## src/rtl/rgen_apb_initiator.sv

```systemverilog
// APB4 requester for rgen register blocks: one command at a time from a valid/ready
// port, run as an APB SETUP/ACCESS transfer, result returned on a valid/ready port.
module rgen_apb_initiator #(
  parameter int unsigned ADDRESS_WIDTH  = 16,
  parameter int unsigned DATA_WIDTH     = 32,
  parameter int unsigned TIMEOUT_CYCLES = 256
) (
  input  logic                      clk,
  input  logic                      rst,
  input  logic                      i_command_valid,
  output logic                      o_command_ready,
  input  logic                      i_write,
  input  logic [ADDRESS_WIDTH-1:0]  i_address,
  input  logic [2:0]                i_prot,
  input  logic [DATA_WIDTH-1:0]     i_write_data,
  input  logic [DATA_WIDTH/8-1:0]   i_write_strobe,
  output logic                      o_response_valid,
  input  logic                      i_response_ready,
  output logic [DATA_WIDTH-1:0]     o_read_data,
  output logic [1:0]                o_status,
  output logic [ADDRESS_WIDTH-1:0]  o_paddr,
  output logic [2:0]                o_pprot,
  output logic                      o_psel,
  output logic                      o_penable,
  output logic                      o_pwrite,
  output logic [DATA_WIDTH-1:0]     o_pwdata,
  output logic [DATA_WIDTH/8-1:0]   o_pstrb,
  input  logic                      i_pready,
  input  logic [DATA_WIDTH-1:0]     i_prdata,
  input  logic                      i_pslverr
);

  localparam int unsigned STRB_WIDTH = DATA_WIDTH / 8;
  localparam int unsigned CNT_WIDTH  = 16;
  localparam bit          TO_EN      = (TIMEOUT_CYCLES != 0);
  // Count value seen during the last permitted ACCESS cycle.
  localparam logic [CNT_WIDTH-1:0] TO_LAST =
    TO_EN ? CNT_WIDTH'(TIMEOUT_CYCLES - 1) : '0;

  localparam logic [1:0] ST_OKAY    = 2'b00;
  localparam logic [1:0] ST_TIMEOUT = 2'b10;

  typedef enum logic [1:0] {S_IDLE, S_SETUP, S_ACCESS, S_RESPONSE} state_e;

  state_e                   state_q, state_d;
  logic [ADDRESS_WIDTH-1:0] paddr_q, paddr_d;
  logic [2:0]               pprot_q, pprot_d;
  logic                     psel_q, psel_d;
  logic                     penable_q, penable_d;
  logic                     pwrite_q, pwrite_d;
  logic [DATA_WIDTH-1:0]    pwdata_q, pwdata_d;
  logic [STRB_WIDTH-1:0]    pstrb_q, pstrb_d;
  logic [DATA_WIDTH-1:0]    rdata_q, rdata_d;
  logic [1:0]               status_q, status_d;
  logic                     resp_valid_q, resp_valid_d;
  logic [CNT_WIDTH-1:0]     count_q, count_d;

  always_ff @(posedge clk or posedge rst) begin
    if (rst) begin
      state_q      <= S_IDLE;
      paddr_q      <= '0;
      pprot_q      <= '0;
      psel_q       <= 1'b0;
      penable_q    <= 1'b0;
      pwrite_q     <= 1'b0;
      pwdata_q     <= '0;
      pstrb_q      <= '0;
      rdata_q      <= '0;
      status_q     <= '0;
      resp_valid_q <= 1'b0;
      count_q      <= '0;
    end else begin
      state_q      <= state_d;
      paddr_q      <= paddr_d;
      pprot_q      <= pprot_d;
      psel_q       <= psel_d;
      penable_q    <= penable_d;
      pwrite_q     <= pwrite_d;
      pwdata_q     <= pwdata_d;
      pstrb_q      <= pstrb_d;
      rdata_q      <= rdata_d;
      status_q     <= status_d;
      resp_valid_q <= resp_valid_d;
      count_q      <= count_d;
    end
  end

  always_comb begin
    state_d      = state_q;
    paddr_d      = paddr_q;
    pprot_d      = pprot_q;
    psel_d       = psel_q;
    penable_d    = penable_q;
    pwrite_d     = pwrite_q;
    pwdata_d     = pwdata_q;
    pstrb_d      = pstrb_q;
    rdata_d      = rdata_q;
    status_d     = status_q;
    resp_valid_d = resp_valid_q;
    count_d      = count_q;

    case (state_q)
      S_IDLE: begin
        if (i_command_valid) begin
          state_d   = S_SETUP;
          psel_d    = 1'b1;
          penable_d = 1'b0;
          paddr_d   = i_address;
          pprot_d   = i_prot;
          pwrite_d  = i_write;
          pwdata_d  = i_write ? i_write_data : '0;
          pstrb_d   = i_write ? i_write_strobe : '0;
        end
      end
      S_SETUP: begin
        state_d   = S_ACCESS;
        penable_d = 1'b1;
        count_d   = '0;
      end
      S_ACCESS: begin
        // Timeout wins over a PREADY arriving in the final permitted cycle.
        if (TO_EN && (count_q == TO_LAST)) begin
          state_d      = S_RESPONSE;
          psel_d       = 1'b0;
          penable_d    = 1'b0;
          rdata_d      = '0;
          status_d     = ST_TIMEOUT;
          resp_valid_d = 1'b1;
        end else if (i_pready) begin
          state_d      = S_RESPONSE;
          psel_d       = 1'b0;
          penable_d    = 1'b0;
          rdata_d      = pwrite_q ? '0 : i_prdata;
          status_d     = i_pslverr ? 2'b01 : ST_OKAY;
          resp_valid_d = 1'b1;
        end else begin
          count_d = count_q + CNT_WIDTH'(1);
        end
      end
      S_RESPONSE: begin
        if (i_response_ready) begin
          state_d      = S_IDLE;
          resp_valid_d = 1'b0;
        end
      end
      default: state_d = S_IDLE;
    endcase
  end

  assign o_command_ready  = (state_q == S_IDLE) & ~rst;
  assign o_response_valid = resp_valid_q;
  assign o_read_data      = rdata_q;
  assign o_status         = status_q;
  assign o_paddr          = paddr_q;
  assign o_pprot          = pprot_q;
  assign o_psel           = psel_q;
  assign o_penable        = penable_q;
  assign o_pwrite         = pwrite_q;
  assign o_pwdata         = pwdata_q;
  assign o_pstrb          = pstrb_q;

endmodule

```

## config.mk

```make
export PLATFORM = sky130hd
export DESIGN_NAME = rgen_apb_initiator
export DESIGN_NICKNAME = d
export VERILOG_FILES = /design/src/rtl/rgen_apb_initiator.sv
export SDC_FILE = /design/constraint.sdc
export NUM_CORES = 1
export LEC_CHECK = 0
export ABC_CLOCK_PERIOD_IN_PS = 7490
export CORE_ASPECT_RATIO = 1.2
export CORE_MARGIN = 2
export CORE_UTILIZATION = 48
export CTS_CLUSTER_DIAMETER = 100
export DETAILED_ROUTE_END_ITERATION = 10
export PLACE_DENSITY = 0.95
export SYNTH_ARGS = -nofsm -noshare
export SYNTH_HDL_FRONTEND = slang
export SYNTH_SLANG_ARGS = --single-unit
```

## constraint.sdc

```tcl
create_clock -name clk -period 7.49 [get_ports clk]
set_input_delay 1.8725 -clock clk [delete_from_list [all_inputs] [get_ports clk]]
set_output_delay 1.8725 -clock clk [all_outputs]
set_load 0.03 [all_outputs]
```

== Word level (Yosys, flattened, before mapping) ==
Index checks and enable logic that the tools add are counted.

* Mux-type cells: 26
* Equality and inequality tests: 9
* Add/subtract/negate cells: 1
* Reductions and logical operators: 13
* Bitwise logic cells: 2

{| class="wikitable"
|+ Operators with widths
! operator !! count
|-
| 2-to-1 mux 32 bit || 4
|-
| 2-to-1 mux 16 bit || 2
|-
| case mux 16 bit (2 select lines) || 1
|-
| adder 16 x 1 -> 16 bit (second input constant) || 1
|-
| equality test 16 x 8 -> 1 bit (second input constant) || 1
|-
| AND reduction 3 bit || 5
|-
| 2-to-1 mux 2 bit || 6
|-
| 2-to-1 mux 1 bit || 8
|-
| != test 2 bit (second input constant) || 4
|-
| case mux 2 bit (4 select lines) || 1
|-
| nonzero test 2 bit || 4
|-
| equality test 2 bit (second input constant) || 2
|-
| 2-to-1 mux 4 bit || 1
|-
| case mux 1 bit (2 select lines) || 2
|-
| AND reduction 2 bit || 2
|-
| != test 3 bit (second input constant) || 1
|-
| case mux 1 bit (3 select lines) || 1
|-
| nonzero test 3 bit || 1
|-
| equality test 2 x 1 -> 1 bit (second input constant) || 1
|-
| zero test 2 bit || 1
|-
| AND 1 bit || 1
|-
| NOT 1 bit || 1
|}

* Bits of input ports: 94
* Output and inout bits: 94
* Flip-flop bits (word level): 111

== Depth between registers and ports, before layout ==
Gate-level depths: netlist of run 1.

* Depth in word-level cells: 4
* Depth in mapped cells: 8
* Depth with buffers taken out: 6

== Worst setup path before layout of run 1 ==
Ideal clock, no wire load.

* Path type: input port to output port
* Start point: input port rst
* End point: output port o_command_ready
* Data required time: 5.617 ns
* Data arrival time: 2.304 ns
* Buffers on the path: 0
* Stages on the path: 1
* Slack: 3.313 ns
* Path through: nor2b_1

* Longest elaborated chain between the ends: 2

{| class="wikitable"
|+ Ends and longest elaborated chain
! what !! RTL line !! text
|-
| from (decl) || 9 || <nowiki>input logic rst,</nowiki>
|-
| NOT 1 bit || 150 || <nowiki>assign o_command_ready = (state_q == S_IDLE) & ~rst;</nowiki>
|-
| AND 1 bit || 150 ||
|-
| to (decl) || 11 || <nowiki>output logic o_command_ready,</nowiki>
|}

No other way between the ends.

== Worst setup path in the final report of run 1 ==
Ends and elaborated chain as after synthesis.

==> impl_results.md, run 1 <==
- Status: finished, final reports clean
- CTS buffer count: 9
- Startpoint Class: primary input
- Pleak: 3.57 nW
- Clk buf depth: 2
- Worst slew pin tran: roughly 1.3 ns
- Num rows: 40
- Most frequent cell on the critical path: clkdlybuf4s50_1
- Hold Crit Endpoint: o_pstrb[1]$_DFFE_PP0P_
- DP HPWL: 9400 microns
- Die H: approximately 110 microns
- Crit Path Category: primary input to primary output
- Max Slew Vio Count: 0
- Number of flops mapped to enable cells by yosys: 0
- Largest net degree at the start of global routing: 58
- Setup repair bufs after CTS: 0
- CP Cell Sequence: clkdlybuf4s50_1 -> nor2b_1 -> clkdlybuf4s50_1
- CP peak stage delay: a little under 0.7 ns
- Slowest CP cell: clkdlybuf4s50_1
- DP Cell Count: just over 800
- Top-count cell post-synth: nand2_1
- Main synth FF type: dfrtp_1
- Fin. Hold Viols: 0
- Total global-route track usage: 24.4%
- CTS resizes: 0
- Power Density: 424 mW/mm^2
- Synth top area cells: dfrtp_1, nand2_1, mux2i_1, nand3_1, inv_1
- Reg2Reg Depth: 6
- Unique masters post-synth: 41
- Post-Syn Area: 0.00490 sq mm
- Vias in the first global route: 4418
- CTS Sinks: 111
- Mapped Cells: 516
- Final ANT Viol Nets: 0
- Post-synth top cells: nand2_1, dfrtp_1, nand3_1
- Starting DRT DRC Count: 207
- First-pass GRT wire length: 20800 microns
- Share of the synthesized area in the top cell type: 56.7%
- IO buf count: 187
- Ys Warns: 0
- Post-synthesis sequential area ratio: 56.7%
- Hold_buf cts: 0
- Crit-path max FO: 2
- Clock Skew: about 0.0097 ns
- Worst hold start: o_pstrb[1]$_DFFE_PP0P_
- Diode count: 0
- Root buffer cell: clkbuf_16
- Yosys top cell by area: dfrtp_1
- Layout cells sized above 1: 3.89%
- Register-to-register setup slack: 5.07 ns
- Req. time, crit path: 5.62 ns
- Initial core utilization: around half
- Buf/Inv on CP: 2
- Total core area: between 0.009 and 0.01 sq mm
- First-pass iteration count of the detailed router: 5
- Post-synthesis average cell area: roughly 9.5 sq um
- Yosys reg bits: 111
- Final setup vio count: 0
- CTS tree: done
- Time the worst path needs with I/O delays and setup: 5.03 ns
- Worst hold path depth: 2
- Global placement routability congestion: 0.827
- Initial antenna violation count: 0
- Period utilization: approximately 67%
- Syn Nets: between 600 and 700
- Worst r2r dst: o_read_data[12]$_DFFE_PP0P_
- Synth async-reset ratio: between 90% and 100%
- # fillers: 705
- Setup Slack @ Placement: approximately 2.5 ns
- Min-Delay Path Class: flop to flop
- FMAX: 199 MHz
- # nets final: 790
- Non-Filler Instances: 820
- Rel. slew slack: 12.4%
- Drt total wl: between 10000 and 15000 microns
- Max-Cap Viols: 0
- Setup_tns: 0 ns
- Remaining global-route overflow: 0
- Worst EP arrival: ~3.2 ns
- Crit end category: primary output
- CP delay by family, top: buffers and inverters
- RSZ-0062 raised after global routing: no
- H-tree depth: 3
- Die width: 96.2 microns
- DR WL/cell: 15.8 microns
- Area delta synth->final: 45.6%
- Vias: 4292
- Drt drc: 0
- VDD IR max: 0.254 mV
- Clk_lat worst skew: 0.35 ns
- # IOs: 188
- Reg-to-reg critical path startpoint: count_q[0]$_DFFE_PP0P_
- Via/cell ratio: 5.23
- Die area: ~0.011 sq mm
- Setup WS post-layout: 2.46 ns
- Register clock-pin slew on the reported worst setup and hold paths: ~0.070 ns
## how the worst max path moves through the flow
stage | start | end | slack [ns] | cells after the start
final | rst | o_command_ready | 2.46 | 3
after global routing | rst | o_command_ready | 2.45 | 3
after CTS | rst | o_command_ready | 2.45 | 3
after detailed placement | rst | o_command_ready | 2.46 | 3
after global placement | rst | o_command_ready | 2.47 | 3
after floorplan | rst | count_q[0]$_DFFE_PP0P_ | 2.69 | 1
## cell families after synthesis
kind of cell             count (synthesis)  synth area share (%)
XOR/XNOR                                 1                 0.179
AND/OR/NAND/NOR                        266                  23.5
flip-flops                             111                  56.7
multiplexers                            44                  9.02
adder cells (fa/ha/maj)                  6                  1.53
AO/OA/AOI/OAI                           23                  3.37
buffers and inverters                   65                  5.70
## power breakdown
| part | internal (mW) | switching (mW) |
|---|---|---|
| Clock | 0.274 | 0.207 |
| Sequential | 0.846 | 0.143 |
| Combinational | 0.621 | 0.935 |
| Total | 1.74 | 1.28 |
## registers in the layout (all words and copies together) (netlist names)
name              flops
o_pstrb               4
o_pprot               3
state_q               2
o_response_valid      1
o_pwrite              1
o_pwdata             32
o_psel                1
o_penable             1
o_status              2
count_q              16
o_read_data          32
o_paddr              16
## cell usage in the layout (no fill, tap or decap), types with 4 or more instances in the layout
cell,count
a21oi_1,4
clkbuf_16,9
clkdlybuf4s50_1,187
dfrtp_1,111
ha_1,6
inv_1,37
mux2i_1,43
nand2_1,185
nand3_1,46
nand4_1,6
nor2_1,7
nor4_1,4
o21ai_0,4
## per-stage QoR
stage / instance area (sq um) / util, % / total power [mW] / hold WS, ns
2_1_floorplan: 4900 / - / 1.90 / 0.461
3_3_place_gp: 6840 / 68.6 / 2.50 / 0.448
3_5_place_dp: 6840 / 68.6 / 2.56 / 0.456
4_1_cts: 7130 / 71.6 / 3.05 / 0.471
5_1_grt: 7130 / 71.6 / 3.20 / 0.489
6_report: 7130 / 71.6 / 3.03 / 0.466
## worst register-to-register path: cells and delay by family (launching register included)
kind,cells,cell delay [ns]
flops,1,0.43
buf+inv,1,0.48
simple gates,2,0.61
mux,1,0.34
fa+ha+maj,1,0.26
compound gates,1,0.19
## layout make-up
cell class	instances	area [sq um]	area share (%)
multi-input combinational	340	1860	26.1
inverter	38	145	2.03
tap	126	158	2.21
clock buffer	11	253	3.54
clock inverter	4	45.0	0.631
sequential	111	2780	38.9
timing repair buffer	190	1890	26.6
## layer usage
layer  global-route usage, %  vias to the layer above  share of wire (%)
li1                        -                     2018                  -
met1                    28.1                     2076                 37
met2                    42.3                      174                 53
met3                    5.79                       24                7.4
met4                    11.1                        0                2.6
met5                       0                        -                  0
No activity file was read; power rests on OpenSTA's default activity.
==> run 2, diff against run 1 <==
==> config.mk (replaced) <==
export PLATFORM = sky130hd
export DESIGN_NAME = rgen_apb_initiator
export DESIGN_NICKNAME = d
export VERILOG_FILES = /design/src/rtl/rgen_apb_initiator.sv
export SDC_FILE = /design/constraint.sdc
export NUM_CORES = 1
export LEC_CHECK = 0
export ABC_CLOCK_PERIOD_IN_PS = 4950
export CORE_ASPECT_RATIO = 1.2
export CORE_MARGIN = 2
export CORE_UTILIZATION = 44
export CTS_CLUSTER_DIAMETER = 100
export DETAILED_ROUTE_END_ITERATION = 10
export PLACE_DENSITY = 0.9
export SYNTH_ARGS = -nofsm -noshare
export SYNTH_HDL_FRONTEND = slang
export SYNTH_SLANG_ARGS = --single-unit
==> constraint.sdc (replaced) <==
create_clock -name clk -period 4.95 [get_ports clk]
set_input_delay 1.2375 -clock clk [delete_from_list [all_inputs] [get_ports clk]]
set_output_delay 1.2375 -clock clk [all_outputs]
set_load 0.03 [all_outputs]
==> impl_results.md, run 2 (synthesis gave the netlist of run 1 again) <==
- Vias in the first global route: 4450 (was 4418)
- Max-Cap Viols: 0 (unchanged)
- Power, Total: 4.60 mW (was 3.03 mW)
- Startpoint Class: primary input (unchanged)
- Register clock-pin slew on the reported worst setup and hold paths: 0.07 ns (about the same)
- Final core occ: 65.5% (was 71.6%)
- Initial antenna violation count: 0 (unchanged)
- Non-Filler Instances: 827 (was 820)
- Die area: 0.0120 sq mm (was 0.0110 sq mm)
- Max Slew Vio Count: 0 (unchanged)
- Root buffer cell: clkbuf_16 (unchanged)
- Gate power share: 51.1% (was 51.4%)
- Clk buf depth: 2 (unchanged)
- Final setup vio count: 0 (unchanged)
- CTS buffer count: 9 (unchanged)
- Via/cell ratio: 5.15 (was 5.23)
- Net Switching: 1.97 mW (was 1.28 mW)
- IO buf count: 187 (unchanged)
- Remaining global-route overflow: 0 (unchanged)
- Met2 wire len: 6360 microns (was 6860 microns)
- Diode count: 0 (unchanged)
- Setup Slack @ Placement: 1.18 ns (was 2.46 ns)
- Die width: 100 microns (was 96.2 microns)
- Clock Skew: 0.00747 ns (was 0.00968 ns)
- First-pass iteration count of the detailed router: 4 (was 5)
- Period utilization: 76.1%
- First-pass GRT wire length: 20500 microns (was 20800 microns)
- # IOs: 188 (unchanged)
- Worst slew pin tran: 1.30 ns (was 1.31 ns)
- Total core area: 0.0109 sq mm (was 0.00996 sq mm)
- Global placement routability congestion: 0.868 (was 0.827)
- DP Cell Count: 811 (was 805)
- Sw Share: 42.8% (was 42.4%)
- Top Metal Used: met4 (unchanged)
- Met3 routed wirelength: 840 microns (was 963 microns)
- Met1 wire length: 4780 microns (was 4810 microns)
- Status: finished, final reports clean (unchanged)
- P_int: 2.63 mW (was 1.74 mW)
- Crit end category: primary output (unchanged)
- Fin. Hold Viols: 0 (unchanged)
- H-tree depth: 3 (unchanged)
- Share of power burned in registers: 32.8% (was 32.7%)
- Setup_tns: 0 ns (unchanged)
- DR WL/cell: 15.2 microns (was 15.8 microns)
- Req. time, crit path: 3.71 ns (was 5.62 ns)
- Final ANT Viol Nets: 0 (unchanged)
- Rel. slew slack: 13.2% (was 12.4%)
- Vias: 4257 (was 4292)
- Num rows: 42 (was 40)
- Clock share of power: 16.2% (was 15.9%)
- Total global-route track usage: 21.3% (was 24.4%)
- Hold_buf cts: 0 (unchanged)
- Commonest non-fill, non-tap cell in the layout: clkdlybuf4s50_1 (unchanged)
- CTS Sinks: 111 (unchanged)
- Area delta synth->final: 46.2% (was 45.6%)
- RSZ-0062 raised after global routing: no (unchanged)
- Most frequent cells in the layout: clkdlybuf4s50_1, nand2_1, dfrtp_1 (unchanged)
- DP HPWL: 8970 microns (was 9400 microns)
- Min-Delay Path Class: flop to flop (unchanged)
- Clk_lat worst skew: 0.34 ns (was 0.35 ns)
- Setup WS post-layout: 1.18 ns (was 2.46 ns)
- Crit Path Category: primary input to primary output (unchanged)
- Power Density: 642 mW/mm^2 (was 424 mW/mm^2)
- Die H: 120 microns (was 115 microns)
- Pleak: 3.57 nW (about the same)
- Initial core utilization: 44.8% (was 49.2%)
- FMAX: roughly 270 MHz
- VDD IR max: 0.322 mV (was 0.254 mV)
- Crit path from: rst (unchanged)
- Worst EP arrival: 2.53 ns (was 3.16 ns)
- # nets final: 790 (unchanged)
- CTS tree: done (unchanged)
- Drt total wl: 12500 microns (was 13000 microns)
- Largest net degree at the start of global routing: 58 (unchanged)
- Reg-to-reg critical path startpoint: state_q[0]$_DFFE_PP0P_ (was count_q[0]$_DFFE_PP0P_)
- Starting DRT DRC Count: 200 (was 207)
- Drt drc: 0 (unchanged)
- Crit-path max FO: 2 (unchanged)
- Time the worst path needs with I/O delays and setup: 3.77 ns
- Worst hold start: o_pwdata[17]$_DFFE_PP0P_ (was o_pstrb[1]$_DFFE_PP0P_)
- CTS resizes: 0 (unchanged)
- Layout cells sized above 1: 4.03% (was 3.89%)
- Setup repair bufs after CTS: 0 (unchanged)
==> run 2: cell count changes in the layout (fill, tap and decap cells not counted), sizes merged <==
cell,change
clkbuf,-1
clkinvlp,+1
inv,+1
==> run 2: layout make-up <==
type	count	area (sq um)
fill	847	3770
clock buffer	10	239
inverter	38	145
clock inverter	6	68.8
tap	132	165
timing repair buffer	190	1910
sequential	111	2780
multi-input combinational	340	1860
==> run 2: worst max-delay path, stage by stage <==
cell             delay (ns)
clkdlybuf4s50_1        0.48
nor2b_1                0.13
clkdlybuf4s50_1        0.68
==> run 2: path summary, 6_finish.rpt <==
path,endpoint,slack (ns),depth (start not counted)
max in group asynchronous,o_read_data[26]$_DFFE_PP0P_,2.83,3
setup / recovery,o_command_ready,1.18,3
setup reg to reg,state_q[1]$_DFFE_PP0P_,2.57,6
hold / removal,o_pwdata[17]$_DFFE_PP0P_,0.46,2
min in group asynchronous,o_pprot[2]$_DFFE_PP0P_,1.39,2
hold reg to reg,o_pwdata[17]$_DFFE_PP0P_,0.46,2
==> run 2: stage by stage <==
| stage | instance area (sq um) | hold slack [ns] |
|---|---|---|
| 2_1_floorplan | 4900 | 0.461 |
| 3_3_place_gp | 6860 | 0.449 |
| 3_5_place_dp | 6860 | 0.455 |
| 4_1_cts | 7160 | 0.471 |
| 5_1_grt | 7160 | 0.496 |
| 6_report | 7160 | 0.464 |
==> run 2: metal layers <==
metal  up-vias  GRT usage (%)
li1       2019              -
met1      2013           24.8
met2       182           36.0
met3        43           4.95
met4         0           11.5
met5         -              0
==> run 2: power by group through the flow <==
stage	clock (mW)	combinational [mW]	sequential (mW)
floorplan	0	0.676	2.19
global placement	0	2.29	1.50
detailed placement	0	2.36	1.52
CTS	0.752	2.37	1.51
global route	0.791	2.51	1.55
finish	0.743	2.35	1.51
